[src/rtl/div_pkg.sv]
// rtl/div_pkg.sv - shared types and opcode indices for the iterative divider
package div_pkg;

    typedef enum logic [1:0] {
        IDLE = 2'd0,
        CALC = 2'd1,
        DONE = 2'd2
    } div_state_t;

    // Bit positions inside the one-hot divide opcode carried through ID/EX/MEM.
    // DIV_W/MOD_W select signed operation; DIV_*/MOD_* select quotient vs remainder.
    localparam int DIV_W    = 0;
    localparam int DIV_WU   = 1;
    localparam int MOD_W    = 2;
    localparam int MOD_WU   = 3;
    localparam int DIV_OP_W = 4;

endpackage

[src/rtl/div_unit_if.sv]
// rtl/div_unit_if.sv - request/response channel between EX, the divider and MEM
interface div_unit_if #(
    parameter int WIDTH = 32
);
    logic             req_valid;
    logic             req_ready;
    logic [WIDTH-1:0] dividend;
    logic [WIDTH-1:0] divisor;
    logic             is_signed;
    logic             resp_valid;
    logic             resp_ready;
    logic [WIDTH-1:0] quotient;
    logic [WIDTH-1:0] remainder;

    // Pipeline side: EX issues the request, MEM consumes the response.
    modport master (
        output req_valid, dividend, divisor, is_signed, resp_ready,
        input  req_ready, resp_valid, quotient, remainder
    );

    // Divider side.
    modport slave (
        input  req_valid, dividend, divisor, is_signed, resp_ready,
        output req_ready, resp_valid, quotient, remainder
    );
endinterface

[src/rtl/div_sign_fix.sv]
// rtl/div_sign_fix.sv - conditional two's-complement negate
module div_sign_fix #(
    parameter int WIDTH = 32
) (
    input  logic             neg,
    input  logic [WIDTH-1:0] a,
    output logic [WIDTH-1:0] y
);

    // Same block serves both directions: magnitude of an operand and re-signing a result.
    assign y = neg ? (~a + WIDTH'(1)) : a;

endmodule

[src/rtl/div_unit.sv]
// rtl/div_unit.sv - iterative restoring divider for DIV.W/DIV.WU/MOD.W/MOD.WU
module div_unit
    import div_pkg::*;
#(
    parameter int WIDTH = 32
) (
    input  logic       clk,
    input  logic       rst,
    input  logic       flush,
    div_unit_if.slave  bus
);

    localparam int CNT_W = $clog2(WIDTH);

    div_state_t           state;
    div_state_t           state_nxt;
    logic [CNT_W-1:0]     cnt;
    logic [2*WIDTH-1:0]   pr;
    logic [WIDTH-1:0]     divisor_abs;
    logic [WIDTH-1:0]     dividend_orig;
    logic                 q_neg;
    logic                 r_neg;
    logic                 div_zero;
    logic [WIDTH-1:0]     quotient_q;
    logic [WIDTH-1:0]     remainder_q;
    logic                 resp_valid_q;

    logic                 accept;
    logic                 last_step;
    logic [WIDTH-1:0]     dividend_abs_in;
    logic [WIDTH-1:0]     divisor_abs_in;
    logic [WIDTH-1:0]     pr_hi;
    logic [WIDTH-1:0]     pr_lo;
    logic [WIDTH:0]       trial;
    logic                 step_ok;
    logic [2*WIDTH-1:0]   pr_step;
    logic [WIDTH-1:0]     q_fixed;
    logic [WIDTH-1:0]     r_fixed;
    logic [WIDTH-1:0]     quotient_final;
    logic [WIDTH-1:0]     remainder_final;

    assign bus.req_ready  = (state == IDLE) && !flush && !rst;
    assign bus.resp_valid = resp_valid_q;
    assign bus.quotient   = quotient_q;
    assign bus.remainder  = remainder_q;

    assign accept    = bus.req_valid && bus.req_ready;
    assign last_step = (state == CALC) && (cnt == CNT_W'(WIDTH - 1));

    // Operand magnitudes; unsigned ops pass straight through.
    div_sign_fix #(.WIDTH(WIDTH)) u_abs_dividend (
        .neg (bus.is_signed & bus.dividend[WIDTH-1]),
        .a   (bus.dividend),
        .y   (dividend_abs_in)
    );

    div_sign_fix #(.WIDTH(WIDTH)) u_abs_divisor (
        .neg (bus.is_signed & bus.divisor[WIDTH-1]),
        .a   (bus.divisor),
        .y   (divisor_abs_in)
    );

    // One restoring step: the shifted-out MSB of the low half joins the partial
    // remainder, and the quotient bit is shifted into the low half as it empties.
    assign pr_hi   = pr[2*WIDTH-1:WIDTH];
    assign pr_lo   = pr[WIDTH-1:0];
    assign trial   = {pr_hi, pr_lo[WIDTH-1]} - {1'b0, divisor_abs};
    assign step_ok = ~trial[WIDTH];
    assign pr_step = step_ok ? {trial[WIDTH-1:0], pr_lo[WIDTH-2:0], 1'b1}
                             : {pr[2*WIDTH-2:0], 1'b0};

    // Sign correction is applied to the final step's result so the registered
    // outputs land on the same edge that raises resp_valid.
    div_sign_fix #(.WIDTH(WIDTH)) u_fix_quotient (
        .neg (q_neg),
        .a   (pr_step[WIDTH-1:0]),
        .y   (q_fixed)
    );

    div_sign_fix #(.WIDTH(WIDTH)) u_fix_remainder (
        .neg (r_neg),
        .a   (pr_step[2*WIDTH-1:WIDTH]),
        .y   (r_fixed)
    );

    // Divide by zero returns all ones and the untouched dividend, whatever the signedness.
    assign quotient_final  = div_zero ? {WIDTH{1'b1}} : q_fixed;
    assign remainder_final = div_zero ? dividend_orig : r_fixed;

    // State register.
    always_ff @(posedge clk) begin
        if (rst) begin
            state <= IDLE;
        end else begin
            state <= state_nxt;
        end
    end

    // Next-state logic; flush overrides every transition.
    always_comb begin
        state_nxt = state;
        case (state)
            IDLE: if (accept) state_nxt = CALC;
            CALC: if (last_step) state_nxt = DONE;
            DONE: if (resp_valid_q && bus.resp_ready) state_nxt = IDLE;
            default: state_nxt = IDLE;
        endcase
        if (flush) begin
            state_nxt = IDLE;
        end
    end

    // Operand capture, iteration and result registers.
    always_ff @(posedge clk) begin
        if (rst) begin
            cnt           <= '0;
            pr            <= '0;
            divisor_abs   <= '0;
            dividend_orig <= '0;
            q_neg         <= 1'b0;
            r_neg         <= 1'b0;
            div_zero      <= 1'b0;
            quotient_q    <= '0;
            remainder_q   <= '0;
            resp_valid_q  <= 1'b0;
        end else if (flush) begin
            cnt          <= '0;
            resp_valid_q <= 1'b0;
        end else begin
            case (state)
                IDLE: begin
                    if (accept) begin
                        pr            <= {{WIDTH{1'b0}}, dividend_abs_in};
                        divisor_abs   <= divisor_abs_in;
                        dividend_orig <= bus.dividend;
                        q_neg         <= bus.is_signed & (bus.dividend[WIDTH-1] ^ bus.divisor[WIDTH-1]);
                        r_neg         <= bus.is_signed & bus.dividend[WIDTH-1];
                        div_zero      <= (bus.divisor == '0);
                        cnt           <= '0;
                    end
                end
                CALC: begin
                    pr  <= pr_step;
                    cnt <= cnt + CNT_W'(1);
                    if (last_step) begin
                        quotient_q   <= quotient_final;
                        remainder_q  <= remainder_final;
                        resp_valid_q <= 1'b1;
                    end
                end
                DONE: begin
                    if (bus.resp_ready) begin
                        resp_valid_q <= 1'b0;
                    end
                end
                default: begin
                    resp_valid_q <= 1'b0;
                end
            endcase
        end
    end

endmodule
[src/flat_wrapper.sv]
// flat-port wrapper written by rule: the top's interface ports become plain ports
module div_unit_flat import div_pkg::*;
#(
    parameter int WIDTH = 32
)
  (clk, rst, flush, bus_req_valid, bus_dividend, bus_divisor, bus_is_signed, bus_resp_ready, bus_req_ready, bus_resp_valid, bus_quotient, bus_remainder);
  div_unit_if #(.WIDTH(WIDTH)) bus_i ();
  input  logic clk;
  input  logic rst;
  input  logic flush;
  input wire logic [$bits(bus_i.req_valid)-1:0] bus_req_valid;
  input wire logic [$bits(bus_i.dividend)-1:0] bus_dividend;
  input wire logic [$bits(bus_i.divisor)-1:0] bus_divisor;
  input wire logic [$bits(bus_i.is_signed)-1:0] bus_is_signed;
  input wire logic [$bits(bus_i.resp_ready)-1:0] bus_resp_ready;
  output wire logic [$bits(bus_i.req_ready)-1:0] bus_req_ready;
  output wire logic [$bits(bus_i.resp_valid)-1:0] bus_resp_valid;
  output wire logic [$bits(bus_i.quotient)-1:0] bus_quotient;
  output wire logic [$bits(bus_i.remainder)-1:0] bus_remainder;
  assign bus_i.req_valid = bus_req_valid;
  assign bus_i.dividend = bus_dividend;
  assign bus_i.divisor = bus_divisor;
  assign bus_i.is_signed = bus_is_signed;
  assign bus_i.resp_ready = bus_resp_ready;
  assign bus_req_ready = bus_i.req_ready;
  assign bus_resp_valid = bus_i.resp_valid;
  assign bus_quotient = bus_i.quotient;
  assign bus_remainder = bus_i.remainder;
  div_unit #(.WIDTH(WIDTH)) u_core (.clk(clk), .rst(rst), .flush(flush), .bus(bus_i));
endmodule
[config.mk]
export PLATFORM = sky130hd
export DESIGN_NAME = div_unit_flat
export DESIGN_NICKNAME = d
export VERILOG_FILES = /design/src/rtl/div_pkg.sv /design/src/rtl/div_unit_if.sv /design/src/rtl/div_sign_fix.sv /design/src/rtl/div_unit.sv /design/src/flat_wrapper.sv
export SDC_FILE = /design/constraint.sdc
export NUM_CORES = 1
export LEC_CHECK = 0
export BUFFER_PORTS_ARGS = -buffer_cell sky130_fd_sc_hd__buf_4
export CORE_AREA = 3 3 168 187
export CTS_BUF_LIST = sky130_fd_sc_hd__clkbuf_2 sky130_fd_sc_hd__clkbuf_4 sky130_fd_sc_hd__clkbuf_8
export DETAILED_ROUTE_END_ITERATION = 8
export DIE_AREA = 0 0 171 190
export GPL_TIMING_DRIVEN = 0
export PLACE_DENSITY = 0.62
export RECOVER_POWER = 50
export SLEW_MARGIN = 20
export SYNTH_ARGS = -nofsm -noshare
export SYNTH_HDL_FRONTEND = slang
export SYNTH_SLANG_ARGS = --single-unit
[constraint.sdc]
create_clock -name clk -period 15.4 [get_ports clk]
set_clock_uncertainty 0.1 [all_clocks]
set_input_delay 0.77 -clock clk [delete_from_list [all_inputs] [get_ports clk]]
set_output_delay 0.77 -clock clk [all_outputs]
set_load 0.05 [all_outputs]
==> flow_metrics.env <==
export IMPL_port_buffers=132
export IMPL_path_cells="inv_1, ha_1, buf_2, nand2_1, nor3_2, a211oi_1, o211ai_1, o21a_1, nor2_1, inv_2, clkbuf_1, clkbuf_1, nor2_1, a21oi_1, ha_1, inv_1, or4_1, nor4_1, a41oi_1, or2_1, nor4b_1, nor3_1, a311oi_1"
export IMPL_avgViaCountPerCell=5.995
export IMPL_setup_viol=0
export IMPL_cts_hold_buf=0
export IMPL_grt_util_all_layers=0.3015
export IMPL_diodes=0
export IMPL_p_int_mw=1.049
export IMPL_pwr_share_clk=0.347
export IMPL_fmax_ghz=0.1360
export IMPL_status="finished clean"
export IMPL_drt_pre_antenna_iters=5
export IMPL_fillers=3074
export IMPL_seq_power_share=0.333
export IMPL_ys_warn_count=0
export IMPL_overflow=0
export IMPL_cts_sinks=203
export IMPL_syn_to_final_growth_pct=15.37
export IMPL_crit_slowest_cell="clkbuf_1"
export IMPL_cp_max_fo=10
export IMPL_final_hold_violation_count=0
export IMPL_grt_max_degree=11
export IMPL_wl_per_cell_um=21.64
export IMPL_drive_above_1_share=0.09243
export IMPL_cts_resized=0
export IMPL_worst_pin_slew_ns=0.9327
export IMPL_finalWeightedCongestion=0.9563
export IMPL_fin_area_um2=15300
export IMPL_synth_cells=1770
export IMPL_tns_ns=0
export IMPL_power_density_nw_per_um2=108.4
export IMPL_critPathKind="reg -> reg"
export IMPL_whs_ns=0.3553
export IMPL_worst_slack_ns=8.049
export IMPL_layout_commonest_cell="nor2_1"
export IMPL_synth_area_um2=13260
export IMPL_ir_drop_mv=0.06318
export IMPL_avgSynthCellArea_um2=7.492
export IMPL_postRouteAntennaNets=0
export IMPL_num_rows=66
export IMPL_switching_share=0.3674
export IMPL_root_buffer="clkbuf_8"
export IMPL_ys_flop_type="dfxtp_1"
export IMPL_cp_arrival_ns=7.69
export IMPL_insertion_delay_ns=0.54
export IMPL_layout_min_cycle_time_ns=7.351
export IMPL_synth_seq_cells=203
export IMPL_die_w_um=171
export IMPL_postPlaceCellArea_um2=14720
export IMPL_netlist_area_leader_share=0.3065
export IMPL_wirelength_um=50710
export IMPL_power_switching_uw=609.2
export IMPL_ios=136
export IMPL_slowest_delay_ns=0.58
export IMPL_yosysSeqAreaShare=0.3065
export IMPL_die_y_um=190
export IMPL_drt_initial_drc_count=1067
export IMPL_clk_pin_slew_worst_paths_ns=0.06
export IMPL_h_tree_depth=2
export IMPL_synth_async_reset_ratio=0
export IMPL_slew_limit_headroom=0.3782
export IMPL_drc=0
export IMPL_p_comb_frac=0.320
export IMPL_fp_coreArea_um2=29560
export IMPL_grt_pass1_wl_um=76190
export IMPL_maxCapViolations=0
export IMPL_critPathLaunchType="flop"
export IMPL_synth_edf_count=0
export IMPL_layout_common_cells="nor2_1 (264), dfxtp_1 (203), nand2_1 (172)"
export IMPL_cp_data_required_time_ns=15.74
export IMPL_finalPower_mw=1.658
export IMPL_synthesis_nets=1879
export IMPL_start_util=0.4485
export IMPL_die_area_um2=32490
export IMPL_pre_cts_ws_ns=8.214
export IMPL_synthTopCellsByArea="dfxtp_1 (31%), nor2_1 (7.5%), a21oi_1 (6.2%)"
export IMPL_yosys_area_top_type="dfxtp_1"
export IMPL_p_leak_nw=5.702
export IMPL_min_period_over_period=0.4773
export IMPL_crit_path_end_kind="flop"
export IMPL_post_cts_setup_buffers=0
export IMPL_maxSlewViolCount=0
export IMPL_clock_path_buffers=3
export IMPL_grt_pass1_vias=13246
export IMPL_dp_hpwl_um=39780
export IMPL_hp_class="reg -> reg"
export IMPL_antenna_found_initial=0
export IMPL_rsz0062_at_grt="false"
export IMPL_yosys_cell_types_count=86
export IMPL_route_vias_total=14047
export IMPL_cts_tree="built"
export IMPL_fin_nets=2051
export IMPL_cts_buffers_inserted=38
==> layer usage <==
| layer | GRT usage | share of wire | wire length (µm) |
|---|---|---|---|
| met5 | 0 | 0 | 0 |
| met4 | 0.1678 | 0.059 | 2988 |
| met3 | 0.03658 | 0.063 | 3176 |
| met2 | 0.4978 | 0.46 | 23530 |
| met1 | 0.3807 | 0.41 | 21010 |
==> final cells by class <==
class	count	area, µm²	area share
Multi-Input combinational cell	1392	8498	0.5555
Timing Repair Buffer	132	732.0	0.04785
Inverter	60	225.2	0.01472
Sequential cell	203	4064	0.2656
Tap cell	374	467.9	0.03059
Buffer	115	475.5	0.03108
Clock inverter	6	33.78	0.002208
Clock buffer	61	802.0	0.05243
==> synth_stat cells (all sizes together) (11+ instances only) <==
library cell  number
nor2b             13
nor3              54
o211ai            11
a31oi             13
clkbuf            90
and2              15
or4               16
mux2              12
a211oi           101
o21ai             85
or3               25
a22oi             18
nand2b            13
inv               60
o31ai             36
nand3             21
a21o              19
nor2             266
nand2            173
dfxtp            203
ha                38
buf               23
a21oi            164
a311oi            14
o41ai             14
xor2              59
xnor2             61
mux2i             24
o21a              19
nor4              17
==> final timing paths <==
| kind | start | endpoint | slack [ns] | cells past startpoint |
|---|---|---|---|---|
| worst max-delay path | u_core.divisor_abs[24] | u_core.bus.remainder[30] | 8.05 | 23 |
| worst min-delay path | u_core.dividend_orig[18] | u_core.dividend_orig[18] | 0.36 | 2 |
| worst max register to register | u_core.divisor_abs[24] | u_core.bus.remainder[30] | 8.05 | 23 |
| worst min register to register | u_core.dividend_orig[18] | u_core.dividend_orig[18] | 0.36 | 2 |
==> registers in the layout, indices dropped and copies added, names as in the netlist <==
name                   flops
u_core.q_neg               1
u_core.pr                 64
u_core.bus.quotient       32
u_core.dividend_orig      32
u_core.bus.remainder      32
u_core.cnt                 5
u_core.div_zero            1
u_core.r_neg               1
u_core.divisor_abs        32
u_core.state               2
u_core.bus.resp_valid      1
==> power groups by stage <==
stage / combinational (mW) / clock (mW) / sequential, mW
final: 0.531 / 0.576 / 0.551
after global routing: 0.569 / 0.607 / 0.553
after CTS: 0.517 / 0.583 / 0.551
after detailed placement: 0.515 / 0 / 0.562
after global placement: 0.513 / 0 / 0.562
after floorplan: 0.351 / 0 / 0.558
==> through the flow <==
step                  util  cells
finish              0.5175   2343
global route        0.5175   2343
CTS                 0.5262   2343
detailed placement  0.4979   2276
global placement    0.4979   2276
floorplan                -   1770
==> logic make-up (layout without fill, tap and decap cells) <==
family          Yosys count  after routing  synth area share
compound gates          541            541            0.2683
xor+xnor                120            120           0.07926
fa+ha+maj                39             39           0.03737
buf+inv                 175            374           0.05284
flops                   203            203            0.3065
mux                      36             36           0.02831
simple gates            656            656            0.2275
==> worst max-delay path: cells and delay by family, from the launching register on <==
family	cells	cell delay, ns
AND/OR/NAND/NOR	9	2.56
adder cells (fa/ha/maj)	2	0.59
buffers and inverters	6	1.71
AO/OA/AOI/OAI	6	1.96
flip-flops	1	0.32
(Power assumes the default switching activity.)
